[config.mk]
export PLATFORM = sky130hd
export DESIGN_NAME = dist_fifo_fwft_flat
export DESIGN_NICKNAME = d
export VERILOG_FILES = /design/src/rtl/dist_fifo_fwft_pkg.sv /design/src/rtl/dist_fifo_fwft_if.sv /design/src/rtl/dist_fifo_fwft_ram.sv /design/src/rtl/dist_fifo_fwft.sv /design/src/flat_wrapper.sv
export SDC_FILE = /design/constraint.sdc
export NUM_CORES = 1
export LEC_CHECK = 0
export ABC_AREA = 1
export CAP_MARGIN = 40
export CORE_MARGIN = 3
export CORE_UTILIZATION = 51
export CTS_CLUSTER_DIAMETER = 200
export DETAILED_ROUTE_END_ITERATION = 8
export GPL_TIMING_DRIVEN = 0
export MAX_ROUTING_LAYER = met4
export PLACE_DENSITY_LB_ADDON = 0.15
export SLEW_MARGIN = 30
export SYNTH_ARGS = -nofsm -noshare
export SYNTH_HDL_FRONTEND = slang
export SYNTH_SLANG_ARGS = --single-unit
[constraint.sdc]
create_clock -name clk -period 4.7 [get_ports clk]
set_clock_uncertainty 0.1 [all_clocks]
set_input_delay 1.41 -clock clk [delete_from_list [all_inputs] [get_ports clk]]
set_output_delay 1.41 -clock clk [all_outputs]
set_load 0.01 [all_outputs]
[src/rtl/dist_fifo_fwft_pkg.sv]
// Shared types for the distributed-RAM FWFT FIFO.
// Encodes which of push/pop were accepted on an edge.
package dist_fifo_fwft_pkg;

  typedef enum logic [1:0] {
    OP_NONE = 2'b00,
    OP_RD   = 2'b01,
    OP_WR   = 2'b10,
    OP_BOTH = 2'b11
  } op_e;

endpackage

[src/rtl/dist_fifo_fwft_if.sv]
// Push/pop bus of the FWFT FIFO.
// master = producer/consumer side, slave = FIFO side.
interface dist_fifo_fwft_if #(
  parameter int WIDTH = 32
);
  logic [WIDTH-1:0] d_in;
  logic             wr_en;
  logic [WIDTH-1:0] d_out;
  logic             rd_en;
  logic             full;
  logic             empty;
  logic             afull;
  logic             aempty;

  modport master (
    output d_in, wr_en, rd_en,
    input  d_out, full, empty, afull, aempty
  );

  modport slave (
    input  d_in, wr_en, rd_en,
    output d_out, full, empty, afull, aempty
  );
endinterface

[src/rtl/dist_fifo_fwft_ram.sv]
// Simple dual-port distributed RAM.
// Synchronous write, asynchronous read.
module dist_fifo_ram #(
  parameter int WIDTH  = 32,
  parameter int SIZE   = 32,
  parameter int ADDR_W = $clog2(SIZE)
) (
  input  logic              clk,
  input  logic              we,
  input  logic [ADDR_W-1:0] waddr,
  input  logic [WIDTH-1:0]  wdata,
  input  logic [ADDR_W-1:0] raddr,
  output logic [WIDTH-1:0]  rdata
);

  logic [WIDTH-1:0] mem [SIZE];

  // write port; contents survive reset
  always_ff @(posedge clk) begin
    if (we) mem[waddr] <= wdata;
  end

  assign rdata = mem[raddr];

endmodule

[src/rtl/dist_fifo_fwft.sv]
// First-word-fall-through FIFO on distributed RAM.
// Flags decode from the registered count only.
module dist_fifo_fwft
  import dist_fifo_fwft_pkg::*;
#(
  parameter int WIDTH = 32,
  parameter int SIZE  = 32,
  parameter int ID    = 0
) (
  input logic           clk,
  input logic           reset,
  dist_fifo_fwft_if.slave bus
);

  localparam int ADDR_W       = $clog2(SIZE);
  localparam int AFULL_LEVEL  = SIZE - 4;
  localparam int AEMPTY_LEVEL = 4;

  localparam logic [ADDR_W:0] CNT_FULL =
    (ADDR_W+1)'(SIZE);
  localparam logic [ADDR_W:0] CNT_AFULL =
    (ADDR_W+1)'(AFULL_LEVEL);
  localparam logic [ADDR_W:0] CNT_AEMPTY =
    (ADDR_W+1)'(AEMPTY_LEVEL);

  logic [ADDR_W-1:0] wr_ptr_q, wr_ptr_d;
  logic [ADDR_W-1:0] rd_ptr_q, rd_ptr_d;
  logic [ADDR_W:0]   count_q, count_d;
  logic              wr_ok, rd_ok;
  op_e               op;

  assign wr_ok = bus.wr_en & ~bus.full;
  assign rd_ok = bus.rd_en & ~bus.empty;
  assign op    = op_e'({wr_ok, rd_ok});

  dist_fifo_ram #(
    .WIDTH (WIDTH),
    .SIZE  (SIZE),
    .ADDR_W(ADDR_W)
  ) u_ram (
    .clk  (clk),
    .we   (wr_ok),
    .waddr(wr_ptr_q),
    .wdata(bus.d_in),
    .raddr(rd_ptr_q),
    .rdata(bus.d_out)
  );

  // next pointers and occupancy from accepted ops
  always_comb begin
    wr_ptr_d = wr_ptr_q;
    rd_ptr_d = rd_ptr_q;
    count_d  = count_q;
    unique case (op)
      OP_WR: begin
        wr_ptr_d = wr_ptr_q + 1'b1;
        count_d  = count_q + 1'b1;
      end
      OP_RD: begin
        rd_ptr_d = rd_ptr_q + 1'b1;
        count_d  = count_q - 1'b1;
      end
      OP_BOTH: begin
        wr_ptr_d = wr_ptr_q + 1'b1;
        rd_ptr_d = rd_ptr_q + 1'b1;
      end
      OP_NONE: ;
    endcase
  end

  // state registers, reset dominates
  always_ff @(posedge clk) begin
    if (reset) begin
      wr_ptr_q <= '0;
      rd_ptr_q <= '0;
      count_q  <= '0;
    end else begin
      wr_ptr_q <= wr_ptr_d;
      rd_ptr_q <= rd_ptr_d;
      count_q  <= count_d;
    end
  end

  // misuse notes for simulation logs
  always_ff @(posedge clk) begin
    if (!reset && bus.wr_en && bus.full)
      $info("dist_fifo %0d: overflow", ID);
    if (!reset && bus.rd_en && bus.empty)
      $info("dist_fifo %0d: underflow", ID);
  end

  assign bus.full   = (count_q == CNT_FULL);
  assign bus.empty  = (count_q == '0);
  assign bus.afull  = (count_q >= CNT_AFULL);
  assign bus.aempty = (count_q <= CNT_AEMPTY);

endmodule

[src/flat_wrapper.sv]
// flat-port wrapper written by rule: the top's interface ports become plain ports
module dist_fifo_fwft_flat import dist_fifo_fwft_pkg::*;
#(
  parameter int WIDTH = 32,
  parameter int SIZE  = 32,
  parameter int ID    = 0
)
  (clk, reset, bus_d_in, bus_wr_en, bus_rd_en, bus_d_out, bus_full, bus_empty, bus_afull, bus_aempty);
  dist_fifo_fwft_if #(.WIDTH(WIDTH)) bus_i ();
  input logic clk;
  input logic reset;
  input wire logic [$bits(bus_i.d_in)-1:0] bus_d_in;
  input wire logic [$bits(bus_i.wr_en)-1:0] bus_wr_en;
  input wire logic [$bits(bus_i.rd_en)-1:0] bus_rd_en;
  output wire logic [$bits(bus_i.d_out)-1:0] bus_d_out;
  output wire logic [$bits(bus_i.full)-1:0] bus_full;
  output wire logic [$bits(bus_i.empty)-1:0] bus_empty;
  output wire logic [$bits(bus_i.afull)-1:0] bus_afull;
  output wire logic [$bits(bus_i.aempty)-1:0] bus_aempty;
  assign bus_i.d_in = bus_d_in;
  assign bus_i.wr_en = bus_wr_en;
  assign bus_i.rd_en = bus_rd_en;
  assign bus_d_out = bus_i.d_out;
  assign bus_full = bus_i.full;
  assign bus_empty = bus_i.empty;
  assign bus_afull = bus_i.afull;
  assign bus_aempty = bus_i.aempty;
  dist_fifo_fwft #(.WIDTH(WIDTH), .SIZE(SIZE), .ID(ID)) u_core (.clk(clk), .reset(reset), .bus(bus_i));
endmodule
# Yosys cells after proc, flatten, opt, wreduce, memory -nomap -nowiden
# Memories as Yosys holds them, arrays and structs flattened. A register that Yosys moved wholly into a read port is not among the register bits.
# Index checks and enable logic that the tools add are counted.
# W data, S select, Z words.
dict set report word_totals {
  regBits 16
  ramBits 1024
  word_cells 27
  n_memories 1
  out_inout_bits 36
}
# memory depth word_bits read_ports rd_clocked_by_memory_dff wr line_no
set mem_list {}
lappend mem_list {u_core.u_ram.mem 32 32 1 1 1 dist_fifo_fwft_ram.sv:16} ;# logic [WIDTH-1:0] mem [SIZE];
dict set report classes {
  mux 5
  n_reduce_logical 4
  addsub 4
  eq_ne 4
  n_bitwise 4
  magnitude_cmp 2
}
# op count
set op_table {}
lappend op_table {{$pmux W6 S2} 1}
lappend op_table {{$add A5 B1 Y5 const B} 2}
lappend op_table {{$mux W5} 2}
lappend op_table {{$add A6 B1 Y6 const B} 1}
lappend op_table {{$eq A6 B6 Y1 const B} 1}
lappend op_table {{$ge A6 B5 Y1 const B} 1}
lappend op_table {{$le A6 B3 Y1 const B} 1}
lappend op_table {{$logic_not A6 Y1} 1}
lappend op_table {{$sub A6 B1 Y6 const B} 1}
lappend op_table {{$eq A2 B2 Y1 const B} 2}
lappend op_table {{$reduce_or A2 Y1} 2}
lappend op_table {{$and A1 B1 Y1} 2}
lappend op_table {{$eq A2 B1 Y1 const B} 1}
lappend op_table {{$mux W1} 2}
lappend op_table {{$not A1 Y1} 2}
lappend op_table {{$reduce_bool A2 Y1} 1}

# Logic depth before layout (Yosys ltp)
dict set report logic_depth {
  word_depth 7
  mapped_depth 16
  depth_no_buf 16
}

# Cells and area by module
# Synthesis repeated with hierarchy kept, for this count alone.
dict set report hier_totals {
  cells_unflattened 3637
  hier_area_um2 42754.8
}
# module instances seq_area_each_um2 area_each_um2 cells_each
set by_module_without_submodules {}
lappend by_module_without_submodules {dist_fifo_ram 1 30749.5 41765.1 3504}
lappend by_module_without_submodules {dist_fifo_fwft 1 320.3 989.7 133}

# Least setup slack after synthesis
# No wires, ideal clock.
dict set report synth_path {
  kind {input to register}
  startpoint {input bus_wr_en}
  endpoint {memory u_core.u_ram.mem[0][0], enable pin}
  t_arrival_ns 3.331
  path_buffers 0
  slack_ns 0.848
  setup_time_ns 0.421
  path_stages 4
  required_ns 4.179
  path_cell_list {inv_1 nor2_1 nand2_1 nor2_1}
}
dict set report synth_via {
  elab_chain_cells 3
}
# element line_no
set synth_lines {}
lappend synth_lines {{from (decl)} flat_wrapper.sv:13} ;# input wire logic [$bits(bus_i.wr_en)-1:0] bus_wr_en;
lappend synth_lines {{$and A1 B1 Y1} dist_fifo_fwft.sv:32} ;# assign wr_ok = bus.wr_en & ~bus.full;
lappend synth_lines {{$mux W1} dist_fifo_fwft_ram.sv:20} ;# if (we) mem[waddr] <= wdata;
lappend synth_lines {{$mux W1 (not written as such)} dist_fifo_fwft_ram.sv:20}
lappend synth_lines {{to (decl)} dist_fifo_fwft_ram.sv:16}
# Every way passes these cells.

==> summary.md <==
| Metric | Value |
|---|---|
| CTS Root Cell | clkbuf_16 |
| Pwr/cell area | 504 mW/mm^2 |
| IO Port Bufs | 70 |
| Final #Nets | 3935 |
| Largest family of logic cells by synthesized area | simple AND/OR/NAND/NOR gates |
| FF-to-FF Start | u_core.count_q[0] |
| Crit Path Class | reg2out |
| Commonest non-fill, non-tap cell in the layout | nand2_1 |
| Max Fclk | 210 MHz |
| Largest net degree at the start of global routing | 33 |
| DRC viols | 0 |
| Tightest Pin Transition | a little over 0.8 ns |
| Slew headroom | 44.5% |
| DR WL/cell | approximately 25 microns |
| CTS Sinks | 1045 |
| CTS tree | done |
| Crit path time final | 4.75 ns |
| Critical path arrival | 3.24 ns |
| Fin. max-slew vios | 0 |
| H-tree levels | 3 |
| DRT Wirelength | 128 mm |
| Post-synthesis adder-cell area fraction | less than 1% |
| Share of layout cells above drive strength 1 | between 10% and 20% |
| Clk slew on worst S/H paths | 0.05 ns |
| Sequential cell area fraction in the yosys report | between 70% and 80% |
| Vias in the first global route | between 20000 and 30000 |
| Worst-Skew Late Latency | 0.67 ns |
| Worst Hold Class | reg2reg |
| Die width | 296 microns |
| Setup Viol. Count Final | 1 |
| Sw Share | a little under a third |
| Worst setup SP type | flop |
| XOR/XNOR share of the synthesized area | 0.123% |
| Pint | 0.0173 W |
| Mapped Nets | between 3000 and 4000 |
| Final Cycle Share | 101% |
| GRT overflow | 0 |
| CP Max Fanout | 10 |
| Flop pwr share | 41.7% |
| CTS Buf Count | 107 |
| Place WS | 0.276 ns |
| RSZ-0062 raised after global routing | yes |
| # rows | 105 |
| Pleak | 18.6 nW |
| CP Data Required Time | 3.19 ns |
| Post-CTS Setup Inserts | 0 |
| Final worst-path setup slack | -0.0520 ns |
| Register-to-register setup slack | between 1 and 1.5 ns |
| #FFs+latches synth | about 1000 |
| Failing checks | negative setup slack |
| FILL cells | between 6000 and 7000 |
| Crit-path most repeated cell | nand2_1 |
| DP Area | 0.0465 sq mm |
| CTS Buffer Depth | 3 |
| Reg2reg end | u_core.u_ram.mem[7][22] |
| Synth Area per Inst | between 10 and 15 sq um |
| Mapped Area | 0.0428 sq mm |
| Mux cell area share after synthesis | 0% |
| Vias per cell | 5.76 |
| First-pass GRT wire length | ~180 mm |
| Syn. warnings | 0 |
| I/O Pins | 72 |
| CP peak stage delay | about 0.54 ns |
| Area fraction in compound gates after synthesis | 0.263% |
| Core area | between 0.08 and 0.09 sq mm |
| Post-Place Cells | a little under 5000 |
| Yosys cell types | 28 |
| Status | finished, violations left |
| 1st-pass router iterations | 5 |
| DIE AREA | 0.0874 sq mm |
| Gr usage total | 30.2% |
| Clk pwr share | 33.2% |
| Synth Instances | 3646 |
| Initial antenna violation count | 6 |
| Sw Pwr | 0.00797 W |
| Design area | 0.0502 sq mm |
| Cell Count, Final, Fillers Out | 5059 |
| R2r worst-path depth | 7 |
| Critical path endpoint category | output pin |
| Most frequent cells in the layout | nand2_1, edfxtp_1, nand3_1 |
| Max-cap viol count | 0 |
| Hold path depth | 2 |
| Slowest cell on the critical path | clkbuf_1 |
| Worst-path cell chain | clkbuf_1, inv_1, buf_2, nand2_1, nand2_1, clkdlybuf4s50_1 |
| Initial Utilization | between 50% and 60% |
| HPWL after detailed placement | 85.2 mm |
| Die height | 296 microns |
| Post-Synth Simple-Gate Area | 22.6% |
| DR vias | 29119 |
| Number of hold violations in the final report | 0 |
| Iteration-0 DRC count of the detailed router | 3236 |
| Maximum vdd drop | 353 uV |
| Hold Crit Start | u_core.rd_ptr_q[4] |
| Logic pwr share | approximately a quarter |
| GP Congestion | 0.898 |
| Antenna Nets Post-Route | 0 |
| Area delta synth->final | 17.3% |
## metrics by stage
| step | utilization, % | hold slack, ns | total power (W) | setup TNS (ns) |
|---|---|---|---|---|
| 4_1_cts | 60.5 | 0.404 | 0.0252 | -0.107 |
| 3_3_place_gp | 54.3 | 0.391 | 0.0167 | -1352.98 |
| 2_1_floorplan | - | 0.372 | 0.0142 | 0 |
| 5_1_grt | 60.7 | 0.457 | 0.0262 | -0.133 |
| 3_5_place_dp | 56.2 | 0.397 | 0.0169 | 0 |
| 6_report | 60.7 | 0.413 | 0.0253 | -0.0520 |
## routing by layer
layer | share of wire [%] | routed length (microns) | vias up | GRT usage, %
li1 | - | - | 13213 | -
met1 | 39 | 49700 | 14067 | 39.4
met2 | 47 | 59600 | 1536 | 47.1
met3 | 10 | 12800 | 303 | 5.91
met4 | 4.2 | 5370 | 0 | 11.7
met5 | 0 | 0 | - | -
## worst max path at each step
stage | depth (start not counted) | start | slack, ns | end
finish | 6 | flop | -0.05 | bus_d_out[18]
floorplan | 4 | bus_wr_en | 0.85 | u_core.u_ram.mem[0][0]
global placement | 5 | bus_wr_en | -1.63 | u_core.u_ram.mem[0][27]
detailed placement | 7 | bus_wr_en | 0.28 | u_core.u_ram.mem[10][24]
CTS | 13 | flop | -0.06 | bus_d_out[20]
global route | 9 | flop | -0.07 | bus_d_out[18]
## kinds of logic (layout without fill, tap and decap cells)
family,after synthesis,in the layout
AOI/OAI and AO/OA,21,21
xor gates and xnor gates,6,6
adders and majority gates,13,13
buffers and inverters,254,586
DFF,1045,1045
other,0,11
and+or+nand+nor,2307,2307
## cell type report
class                      instances  area [sq um]  share of cell area, %
inverter                          33           131                  0.262
timing repair buffer             131          2110                   4.20
antenna                           11          27.5                 0.0548
tap                             1070          1340                   2.67
buffer                           221          1690                   3.37
multi-input combinational       2347         10300                   20.5
clock inverter                    77           689                   1.37
sequential                      1045         31200                   62.1
clock buffer                     124          2760                   5.50
## sequential cells by signal, indices dropped and copies added (netlist names), named ones only
signal	flops
u_core.wr_ptr_q	5
u_core.count_q	6
u_core.rd_ptr_q	5
u_core.u_ram.mem	1024
## power by group through the flow
stage,clock network (W),registers [W],logic [W]
2_1_floorplan,0,0.0107,0.00349
3_3_place_gp,0,0.0108,0.00591
3_5_place_dp,0,0.0107,0.00612
4_1_cts,0.00843,0.0105,0.00620
5_1_grt,0.00881,0.0106,0.00682
6_report,0.00839,0.0106,0.00635
## synth_stat cells
cell type     n  area, sq um
buf_2        88          440
buf_12        1         20.0
buf_4        28          210
edfxtp_1   1024        30700
nor3_1        5         25.0
a211oi_1      2         15.0
buf_1        19         71.3
inv_1        30          113
clkbuf_1     26         97.6
nand3_1     778         3890
inv_2         2         7.51
buf_8         1         15.0
ha_1         12          150
nor2_1       44          165
dfxtp_1      21          420
buf_6        56          631
nand2_1    1475         5540
o21ai_0       3         15.0
xnor2_1       3         26.3
clkbuf_4      2         15.0
fa_1          1         20.0
a21oi_1      15         75.1
xor2_1        3         26.3
nor4_1        1         6.26
o31ai_1       1         7.51
nor3b_1       2         15.0
inv_8         1         11.3
nand4_1       2         12.5
## repair_timing
item                                   4_1_cts  5_1_grt
gates resized for setup                     44       52
setup endpoints to repair                   32       30
endpoints found under the hold margin        0        0
hold buffers                                 0        0
## worst max-delay path, delay by kind of cell (launching register included)
kind,cells,cell delay [ns]
DFF,1,0.31
and+or+nand+nor,2,0.46
buffers and inverters,4,1.78
(Power assumes the default switching activity.)
